===== src/rtl/sha256_pkg.sv =====
// ----------------------------------------------------------------------------
// sha256_pkg
// Shared types and constants for the SHA-256 message-schedule datapath.
//   word_t          : 32-bit schedule word
//   S0_* / S1_*     : rotate/shift amounts of the small-sigma functions
//                     sigma0 = ROTR7 ^ ROTR18 ^ SHR3
//                     sigma1 = ROTR17 ^ ROTR19 ^ SHR10
//   SHA256_ROUNDS   : schedule length of a full SHA-256 block
//   state_t         : schedule expander control states
//   bswap32         : byte reversal used for little-endian sources
// ----------------------------------------------------------------------------
package sha256_pkg;

    typedef logic [31:0] word_t;

    localparam int SHA256_ROUNDS = 64;

    localparam int S0_R1 = 7;
    localparam int S0_R2 = 18;
    localparam int S0_S  = 3;

    localparam int S1_R1 = 17;
    localparam int S1_R2 = 19;
    localparam int S1_S  = 10;

    typedef enum logic {
        IDLE = 1'b0,
        RUN  = 1'b1
    } state_t;

    function automatic word_t bswap32(input word_t w);
        return {w[7:0], w[15:8], w[23:16], w[31:24]};
    endfunction

endpackage


===== src/rtl/sha256_small_sigma.sv =====
// ----------------------------------------------------------------------------
// sha256_small_sigma
// Purely combinational SHA-256 small-sigma function:
//   y = ROTR(x, R1) ^ ROTR(x, R2) ^ SHR(x, S)
// Left unregistered on purpose so the schedule window can compute and shift
// in a new word within a single clock.
// Parameters: R1, R2 (rotate amounts, 1..31), S (shift amount, 0..31)
// Ports:
//   x  in  32  input word
//   y  out 32  sigma(x)
// ----------------------------------------------------------------------------
module sha256_small_sigma
    import sha256_pkg::*;
#(
    parameter int R1 = 7,
    parameter int R2 = 18,
    parameter int S  = 3
) (
    input  word_t x,
    output word_t y
);

    word_t rot1;
    word_t rot2;
    word_t shr;

    assign rot1 = (x >> R1) | (x << (32 - R1));
    assign rot2 = (x >> R2) | (x << (32 - R2));
    assign shr  = x >> S;

    assign y = rot1 ^ rot2 ^ shr;

endmodule


===== src/rtl/sha256_msg_schedule.sv =====
// ----------------------------------------------------------------------------
// sha256_msg_schedule
// SHA-256 message-schedule expander. Accepts one 512-bit padded block and
// emits W[0]..W[ROUNDS-1], one 32-bit word per w_valid/w_ready handshake,
// using a 16-word sliding window with on-the-fly expansion:
//   W[t] = sigma1(W[t-2]) + W[t-7] + sigma0(W[t-15]) + W[t-16]  (mod 2^32)
//
// Build option: define SHA_SCHED_BYTESWAP_EN to byte-reverse every input
// word on load (little-endian memory sources). Without it words load as-is.
//
// Parameters:
//   ROUNDS  words emitted per block, 16..64
//   IDX_W   width of w_idx, 2**IDX_W >= ROUNDS
// Ports:
//   clk        in   1       rising-edge clock
//   rst_n      in   1       asynchronous active-low reset
//   blk_valid  in   1       block_in is valid
//   blk_ready  out  1       block accepted on blk_valid && blk_ready
//   block_in   in   512     word 0 = [511:480], word 15 = [31:0]
//   w_valid    out  1       w_out holds a valid schedule word
//   w_ready    in   1       downstream accepts w_out
//   w_out      out  32      schedule word W[w_idx]
//   w_idx      out  IDX_W   index of w_out
//   done       out  1       one-cycle pulse after the final word is taken
// ----------------------------------------------------------------------------
module sha256_msg_schedule
    import sha256_pkg::*;
#(
    parameter int ROUNDS = SHA256_ROUNDS,
    parameter int IDX_W  = 6
) (
    input  logic             clk,
    input  logic             rst_n,
    input  logic             blk_valid,
    output logic             blk_ready,
    input  logic [511:0]     block_in,
    output logic             w_valid,
    input  logic             w_ready,
    output logic [31:0]      w_out,
    output logic [IDX_W-1:0] w_idx,
    output logic             done
);

    generate
        if (ROUNDS < 16 || ROUNDS > 64 || (2 ** IDX_W) < ROUNDS) begin : g_bad_cfg
            $error("sha256_msg_schedule: illegal ROUNDS/IDX_W combination");
        end
    endgenerate

    localparam logic [IDX_W-1:0] LAST_IDX = IDX_W'(ROUNDS - 1);

    state_t           state_reg, state_next;
    word_t            win_reg  [16];
    word_t            win_next [16];
    logic [IDX_W-1:0] idx_reg, idx_next;
    logic             done_reg, done_next;

    word_t            load_word [16];
    word_t            s0;
    word_t            s1;
    word_t            new_word;
    logic             accept;
    logic             step;

    // Slice the block into words; word 0 sits in the most significant lane.
    genvar gi;
    generate
        for (gi = 0; gi < 16; gi++) begin : g_load
`ifdef SHA_SCHED_BYTESWAP_EN
            assign load_word[gi] = bswap32(block_in[511-32*gi -: 32]);
`else
            assign load_word[gi] = block_in[511-32*gi -: 32];
`endif
        end
    endgenerate

    // Window positions relative to the word being emitted (win[0] = W[t]):
    // the word produced now becomes W[t+16], so it needs W[t+14], W[t+9],
    // W[t+1] and W[t] -> win[14], win[9], win[1], win[0].
    sha256_small_sigma #(
        .R1 (S0_R1),
        .R2 (S0_R2),
        .S  (S0_S)
    ) u_sigma0 (
        .x (win_reg[1]),
        .y (s0)
    );

    sha256_small_sigma #(
        .R1 (S1_R1),
        .R2 (S1_R2),
        .S  (S1_S)
    ) u_sigma1 (
        .x (win_reg[14]),
        .y (s1)
    );

    assign new_word = s1 + win_reg[9] + s0 + win_reg[0];

    assign blk_ready = (state_reg == IDLE);
    assign w_valid   = (state_reg == RUN);
    assign w_out     = win_reg[0];
    assign w_idx     = idx_reg;
    assign done      = done_reg;

    assign accept = blk_valid && blk_ready;
    assign step   = w_valid && w_ready;

    always_comb begin
        state_next = state_reg;
        idx_next   = idx_reg;
        done_next  = 1'b0;
        for (int i = 0; i < 16; i++) begin
            win_next[i] = win_reg[i];
        end

        case (state_reg)
            IDLE: begin
                if (accept) begin
                    for (int i = 0; i < 16; i++) begin
                        win_next[i] = load_word[i];
                    end
                    idx_next   = '0;
                    state_next = RUN;
                end
            end
            RUN: begin
                if (step) begin
                    for (int i = 0; i < 15; i++) begin
                        win_next[i] = win_reg[i+1];
                    end
                    win_next[15] = new_word;
                    if (idx_reg == LAST_IDX) begin
                        // Return idx to its idle value so w_idx reads 0
                        // between blocks regardless of ROUNDS.
                        idx_next   = '0;
                        done_next  = 1'b1;
                        state_next = IDLE;
                    end else begin
                        idx_next = idx_reg + 1'b1;
                    end
                end
            end
            default: begin
                state_next = IDLE;
            end
        endcase
    end

    always_ff @(posedge clk or negedge rst_n) begin
        if (!rst_n) begin
            state_reg <= IDLE;
            idx_reg   <= '0;
            done_reg  <= 1'b0;
            for (int i = 0; i < 16; i++) begin
                win_reg[i] <= '0;
            end
        end else begin
            state_reg <= state_next;
            idx_reg   <= idx_next;
            done_reg  <= done_next;
            for (int i = 0; i < 16; i++) begin
                win_reg[i] <= win_next[i];
            end
        end
    end

endmodule


===== config.mk =====
export PLATFORM = sky130hd
export DESIGN_NAME = sha256_msg_schedule
export DESIGN_NICKNAME = d
export VERILOG_FILES = /design/src/rtl/sha256_pkg.sv /design/src/rtl/sha256_small_sigma.sv /design/src/rtl/sha256_msg_schedule.sv
export SDC_FILE = /design/constraint.sdc
export NUM_CORES = 1
export LEC_CHECK = 0
export ABC_AREA = 1
export CAP_MARGIN = 40
export CORE_MARGIN = 4
export CORE_UTILIZATION = 49
export CTS_CLUSTER_DIAMETER = 50
export DETAILED_ROUTE_END_ITERATION = 8
export PLACE_DENSITY = 0.77
export SLEW_MARGIN = 20
export SYNTH_ARGS = -nofsm -noshare
export SYNTH_HDL_FRONTEND = slang
export SYNTH_SLANG_ARGS = --single-unit

===== constraint.sdc =====
create_clock -name clk -period 3.72 [get_ports clk]
set_input_delay 0.744 -clock clk [delete_from_list [all_inputs] [get_ports clk]]
set_output_delay 0.744 -clock clk [all_outputs]
set_load 0.1 [all_outputs]

==> Flow_metrics.wiki, run 1 <==
{| class="wikitable"
! Metric !! Value
|-
| Aggregate global-route resource usage || 33.4%
|-
| Chip Width || 251 um
|-
| CP endpoint kind || register
|-
| Worst reg2reg path depth || 16
|-
| Net switching fraction of the power || 49.0%
|-
| Tightest Hold Check Type || in2async
|-
| P_sw || 19.6 mW
|-
| Number of buffers created by CTS || 67
|-
| Internal power contribution || 20.4 mW
|-
| Cell variety after synth || 28
|-
| H-tree levels || 3
|-
| Number of max-cap violations || 0
|-
| Number of warnings printed during yosys synthesis || 0
|-
| Combinational power share || 62.0%
|-
| Design area || 0.0383 mm2
|-
| Vias in the first global route || 25800
|-
| Headroom to the max-slew limit || 18.8%
|-
| Hold Fails Final Rpt || 0
|-
| Cell area power density || 1050 mW/mm2
|-
| Clock Sinks || 520
|-
| Time the final worst path needs with I/O delays and setup || 3.60 ns
|-
| Gate count after technology mapping || 3714
|-
| Data required time at the worst endpoint || 4.21 ns
|-
| Pin slew with the least headroom to its limit || 1.22 ns
|-
| DR vias/cell || 5.45
|-
| Flop pwr share || 20.5%
|-
| Result of the run || finished clean
|-
| Synth Register Bits || 520
|-
| Clk buf depth || 3
|-
| Post-detailed-route wirelength per cell || 21.8 um
|-
| Arrival time worst endpoint || 4.10 ns
|-
| Overflow after GRT || 0
|-
| Peak supply drop || 0.910 mV
|-
| Category of cells accounting for the largest share of critical-path delay || adder cells
|-
| Minimum hold slack || 0.140 ns
|-
| Worst clock skew || 0.0412 ns
|-
| DR iter-0 viols || 3077
|-
| Initial Util || 49.9%
|-
| Ratio of cells with drive above 1 in the final layout || 6.83%
|-
| Standard cell area after detailed placement || 0.0356 mm2
|-
| Maximum number of pins on one net before global-route repair || 252
|-
| Post-synthesis net count || 4324
|-
| Global-route wire length before repair || 160000 um
|-
| Biggest fanout along the worst timing path || 5
|-
| Floorplan Core Area || 0.0581 mm2
|-
| TritonCTS clock tree || built
|-
| Number of setup violations in the final report || 0
|-
| Total standard cell area after synthesis || 0.0290 mm2
|-
| CP Class || reg2reg
|-
| DRC || 0
|-
| Layout-stage area growth over the synthesis result || 31.9%
|-
| Max stage delay on crit path || 0.49 ns
|-
| CTS clock-pin slew for the worst setup and hold paths || 0.06 ns
|-
| Cell at the slowest stage of the critical path || fa_1
|-
| Post-route setup TNS || 0 ns
|-
| Insertion delay to the later sink of the worst-skew pair || 0.62 ns
|-
| Number of pins exceeding their max-slew limit in the final report || 0
|-
| Part of the total power dissipated in the clock network || 17.5%
|-
| Crit start category || register
|-
| Clk root buf || clkbuf_16
|-
| Row cnt || 88
|-
| Max reg flops || 480
|-
| Count of buffer and inverter cells on the critical path || 2
|-
| Standby leakage power || 18.0 nW
|-
| I/O Buffers || 556
|-
| Critical path depth || 16
|-
| Residual antenna-violating net count after detailed routing || 0
|-
| Full die area || 0.0632 mm2
|-
| Boundary pin count || 557
|-
| DPL Wire Length || 83900 um
|-
| DR vias || 27200
|-
| Ratio of final minimum period to clock period || 96.9%
|-
| Synthesized area per cell || 7.81 um2
|-
| Count of TritonRoute iterations in the first routing pass || 9
|-
| Final GP Congestion || 0.964
|-
| Chip Height || 251 um
|-
| Total wirelength of the detailed-routed design || 109000 um
|-
| Antenna violations before repair || 26
|-
| CP cell instances || xnor2_1 > xor2_1 > fa_1 > fa_1 > inv_1 > ha_1 > nand2_1 > inv_1 > nand2_1 > nor3_2 > and2_1 > nand2_1 > nand3_1 > nand3_1 > nand2_1 > nand2_1
|-
| Hold buffer count at cts || 0
|-
| Layout net count || 4757
|-
| Max Clock Freq || 0.277 GHz
|-
| Top cell by count, worst path || nand2_1
|-
| Fraction of the yosys area taken by sequential cells || 44.8%
|}
cell type report:
class | instances | area [um2]
multi-input cells | 2471 | 13300
clock inverters | 33 | 482
inverters | 424 | 1610
flip-flops and latches | 520 | 13000
fillers | 4869 | 19900
repair buffers | 663 | 6920
well taps | 765 | 957
clock buffers | 91 | 1950
diodes | 21 | 52.6
cell families (layout without fill, tap and decap cells):
group | after synthesis | in the layout | synth area share [%]
AND/OR/NAND/NOR | 1521 | 1521 | 20.0
AO/OA/AOI/OAI | 724 | 724 | 15.5
buffers and inverters | 723 | 1211 | 10.0
flip-flops | 520 | 520 | 44.8
XOR/XNOR | 132 | 132 | 3.98
adder cells (fa/ha/maj) | 94 | 94 | 5.66
other | 0 | 21 | 0
Yosys cell counts (all sizes together):
master | instances | area, um2
inv | 424 | 1590
o21bai | 3 | 22.5
o211ai | 188 | 1410
xor2 | 64 | 561
fa | 62 | 1240
a21oi | 21 | 109
nand3b | 2 | 15.0
nand2 | 1065 | 4000
buf | 92 | 532
clkbuf | 207 | 777
o21ai | 203 | 1020
a22o | 1 | 8.76
nor2 | 392 | 1470
a31oi | 302 | 1890
nand4 | 6 | 37.5
o22ai | 5 | 31.3
or2 | 1 | 6.26
and2 | 3 | 18.8
ha | 32 | 400
a32o | 1 | 10.0
nand3 | 47 | 235
xnor2 | 68 | 596
nor3 | 5 | 25.0
dfrtp | 520 | 13000
worst register-to-register path: stages (launching register included):
cell	delay [ns]
dfrtp_1	0.48
xnor2_1	0.22
xor2_1	0.30
fa_1	0.49
fa_1	0.49
inv_1	0.04
ha_1	0.41
nand2_1	0.11
inv_1	0.08
nand2_1	0.08
nor3_2	0.19
and2_1	0.17
nand2_1	0.07
nand3_1	0.09
nand3_1	0.12
nand2_1	0.11
nand2_1	0.05
per-layer routing:
metal | vias up | routed length [um] | global-route usage, %
met5 | - | 89 | 0
met4 | 12 | 4370 | 12.8
met3 | 237 | 9060 | 7.08
met2 | 1240 | 50800 | 53.3
met1 | 12900 | 44400 | 45.2
li1 | 12800 | - | -
power groups by stage:
stage | clock network (mW) | registers (mW) | logic [mW]
2_1_floorplan | 0 | 7.88 | 16.0
3_5_place_dp | 0 | 8.23 | 23.7
5_1_grt | 7.31 | 8.31 | 27.5
3_3_place_gp | 0 | 8.18 | 23.4
4_1_cts | 7.07 | 8.15 | 23.9
6_report | 7.02 | 8.20 | 24.8
path summary, 6_finish.rpt:
kind / start / end / slack, ns
worst max-delay path: win_reg[471]$_DFFE_PN0P_ / win_reg[28]$_DFFE_PN0P_ / 0.12
worst min-delay path: rst_n / win_reg[136]$_DFFE_PN0P_ / 0.14
worst max register to register: win_reg[471]$_DFFE_PN0P_ / win_reg[28]$_DFFE_PN0P_ / 0.12
worst min register to register: win_reg[31]$_DFFE_PN0P_ / win_reg[31]$_DFFE_PN0P_ / 0.49
max in group asynchronous: rst_n / win_reg[336]$_DFFE_PN0P_ / 2.52
min in group clk: win_reg[31]$_DFFE_PN0P_ / win_reg[31]$_DFFE_PN0P_ / 0.49
metrics by stage:
step | util, % | worst slack (ns) | power [mW] | std cells
CTS | 65.4 | 0.0107 | 39.1 | 4965
global placement | 60.3 | 0.0547 | 31.5 | 4811
global route | 65.8 | -0.00251 | 43.1 | 4985
detailed placement | 61.2 | 0.0318 | 31.9 | 4841
finish | 65.8 | 0.115 | 40.1 | 4988
floorplan | - | 0.367 | 23.9 | 3714
what timing repair did:
| item | CTS | global route |
|---|---|---|
| setup endpoints to repair | 0 | 25 |
| resized for setup | 0 | 47 |
| buffers inserted | 0 | 2 |
cells in the final DEF (no fill, tap or decap), types with 16 or more instances in the layout:
| cell type | instances |
|---|---|
| o211ai_1 | 188 |
| diode_2 | 21 |
| xnor2_1 | 63 |
| nand2_1 | 1057 |
| o21ai_0 | 203 |
| buf_4 | 68 |
| buf_12 | 20 |
| clkbuf_16 | 68 |
| inv_1 | 421 |
| dfrtp_1 | 513 |
| a21oi_1 | 17 |
| a31oi_1 | 302 |
| clkbuf_8 | 16 |
| ha_1 | 24 |
| nand3_1 | 46 |
| nor2_1 | 384 |
| fa_1 | 61 |
| buf_8 | 23 |
| clkdlybuf4s50_1 | 544 |
| xor2_1 | 60 |
No activity file was read; power rests on OpenSTA's default activity.
==> run 2, diff against run 1 <==
--- a/config.mk
+++ b/config.mk
@@ -12,6 +12,7 @@
 export CTS_CLUSTER_DIAMETER = 50
 export DETAILED_ROUTE_END_ITERATION = 8
 export PLACE_DENSITY = 0.77
+export SETUP_SLACK_MARGIN = 0.02
 export SLEW_MARGIN = 20
 export SYNTH_ARGS = -nofsm -noshare
 export SYNTH_HDL_FRONTEND = slang
==> run 2 against run 1 <==
Net effect:
- power increased by 0.32%
- critical path type unchanged
- largest power group unchanged
- combinational power about the same
- sequential share of layout area about the same
- non-clock buffer count decreased by 1
- critical path depth decreased by 2
- critical endpoint unchanged
- final cell count about the same
- highest routed layer unchanged
==> Flow_metrics.wiki, run 2 (same netlist as run 1, synthesis figures left out) <==
{| class="wikitable"
! Metric !! Value
|-
| Setup Slack @ Placement || 0.0318 ns
|-
| Aggregate global-route resource usage || 33.4%
|-
| End-of-flow core utilization || 65.9%
|-
| Residual antenna-violating net count after detailed routing || 0
|-
| Data required time at the worst endpoint || 4.22 ns
|-
| Most common library cell in the layout ignoring fill and taps || nand2_1
|-
| P_sw || 19.7 mW
|-
| Initial Util || 49.9%
|-
| DR iter-0 viols || 3156
|-
| Part of the total power dissipated in the clock network || 17.5%
|-
| RSZ-0062 raised after global routing || yes
|-
| Headroom to the max-slew limit || 20.1%
|-
| End of the worst register-to-register path || win_reg[28]$_DFFE_PN0P_
|-
| Number of buffers created by CTS || 67
|-
| R2R Setup Slk || 0.08 ns
|-
| Leading cell types in the layout, fill and taps excluded || nand2_1 (1058), clkdlybuf4s50_1 (544), dfrtp_1 (510), inv_1 (421), nor2_1 (384)
|-
| DRC || 0
|-
| Chip Height || 251 um
|-
| Full die area || 0.0632 mm2
|-
| Chip Width || 251 um
|-
| Layout-stage area growth over the synthesis result || 32.0%
|-
| Peak supply drop || 0.903 mV
|-
| Max reg flops || 480
|-
| Final GP Congestion || 0.964
|-
| Final setup margin || 0.0792 ns
|-
| Layout fillers || 4869
|-
| Standard cell area after detailed placement || 0.0356 mm2
|-
| Biggest fanout along the worst timing path || 5
|-
| Number of setup violations in the final report || 0
|-
| Cell area power density || 1050 mW/mm2
|-
| Clock Sinks || 520
|-
| Row cnt || 88
|-
| Multi-input gate area in the final layout || 0.0133 mm2
|-
| Insertion delay to the later sink of the worst-skew pair || 0.62 ns
|-
| Combinational power share || 62.1%
|-
| Clk buf depth || 3
|-
| Flop pwr share || 20.4%
|-
| Time the final worst path needs with I/O delays and setup || 3.64 ns
|-
| Internal power contribution || 20.5 mW
|-
| Max Clock Freq || 0.275 GHz
|-
| Number of max-cap violations || 0
|-
| Overflow after GRT || 0
|-
| Antenna violations before repair || 26
|-
| Vias in the first global route || 25800
|-
| Hold Fails Final Rpt || 0
|-
| CP endpoint kind || register
|-
| Layout net count || 4756
|-
| Sequential cell area || 0.0130 mm2
|-
| Crit start category || register
|-
| Worst clock skew || 0.0406 ns
|-
| Ratio of cells with drive above 1 in the final layout || 7.00%
|-
| Tightest Hold Check Type || in2async
|-
| CP Class || reg2reg
|-
| Floorplan Core Area || 0.0581 mm2
|-
| Worst reg2reg path depth || 14
|-
| CTS clock-pin slew for the worst setup and hold paths || 0.06 ns
|-
| Number of pins exceeding their max-slew limit in the final report || 0
|-
| I/O Buffers || 556
|-
| Pin slew with the least headroom to its limit || 1.20 ns
|-
| Standby leakage power || 18.0 nW
|-
| Maximum number of pins on one net before global-route repair || 252
|-
| Total wirelength of the detailed-routed design || 109000 um
|-
| Clk root buf || clkbuf_16
|-
| Hold buffer count at cts || 0
|-
| DR vias/cell || 5.43
|-
| Result of the run || finished clean
|-
| Arrival time worst endpoint || 4.14 ns
|-
| Critical register-to-register path startpoint || win_reg[478]$_DFFE_PN0P_
|-
| Count of TritonRoute iterations in the first routing pass || 6
|-
| TritonCTS clock tree || built
|-
| Net switching fraction of the power || 49.0%
|-
| DPL Wire Length || 83900 um
|-
| Ratio of final minimum period to clock period || 97.9%
|-
| Post-detailed-route wirelength per cell || 21.8 um
|-
| DR vias || 27100
|-
| Global-route wire length before repair || 160000 um
|-
| H-tree levels || 3
|-
| Design area || 0.0383 mm2
|-
| Boundary pin count || 557
|}
## run 2: cell types whose count changed in the layout (fill, tap and decap cells not counted), moves of 3 or more
cell and change:
ha_2 +5, dfrtp_2 +3, ha_1 -5, dfrtp_1 -3
## run 2: cell type report
type | count | area share (%)
clock buffer | 91 | 5.09
sequential | 520 | 34.0
inverter | 424 | 4.20
clock inverter | 33 | 1.26
timing repair buffer | 662 | 18.1
tap | 765 | 2.50
antenna | 21 | 0.137
multi-input combinational | 2471 | 34.7
## run 2: power by group through the flow
stage               Clock [mW]  Sequential [mW]  Combinational [mW]
detailed placement           0             8.23                23.7
CTS                       7.07             8.15                23.9
global placement             0             8.18                23.4
floorplan                    0             7.88                16.0
global route              7.31             8.32                27.6
finish                    7.03             8.21                25.0
## run 2: timing repair
action,CTS,global route
resized for setup,1,55
endpoints found under the setup margin,2,25
pin swaps,0,7
setup buffers,0,1
cloned,0,0
## run 2: worst max-delay path, cell delays in order (launching register included)
cell	delay, ns
dfrtp_1	0.50
xnor2_1	0.27
xor2_1	0.28
fa_1	0.46
inv_1	0.08
fa_1	0.42
ha_1	0.43
nand2_1	0.18
nor3_2	0.31
and2_1	0.17
nand2_1	0.07
nand3_1	0.09
nand3_1	0.12
nand2_1	0.11
nand2_1	0.05
## run 2: routing by layer
metal  wire [um]  global-route usage [%]
met1       44500                    45.2
met2       51100                    53.3
met3        9000                    7.08
met4        4200                    12.8
met5          89                       0
## run 2: worst max-delay path by stage
stage                               to  slack [ns]  cells past startpoint                     start
6_report       win_reg[28]$_DFFE_PN0P_        0.08                     14  win_reg[478]$_DFFE_PN0P_
5_1_grt        win_reg[28]$_DFFE_PN0P_       -0.02                     14  win_reg[478]$_DFFE_PN0P_
4_1_cts        win_reg[28]$_DFFE_PN0P_        0.04                     19  win_reg[473]$_DFFE_PN0P_
3_5_place_dp   win_reg[28]$_DFFE_PN0P_        0.03                     19  win_reg[473]$_DFFE_PN0P_
3_3_place_gp   win_reg[31]$_DFFE_PN0P_        0.05                     17  win_reg[473]$_DFFE_PN0P_
2_1_floorplan  win_reg[29]$_DFFE_PN0P_        0.37                     18  win_reg[452]$_DFFE_PN0P_
## run 2: per-stage QoR
step / TNS (ns) / power, mW / hold slack, ns / cells
floorplan: 0 / 23.9 / 0.448 / 3714
CTS: 0 / 39.1 / 0.149 / 4965
global route: -0.0159 / 43.2 / 0.183 / 4984
detailed placement: 0 / 31.9 / 0.477 / 4841
global placement: 0 / 31.5 / 0.467 / 4811
finish: 0 / 40.2 / 0.146 / 4987
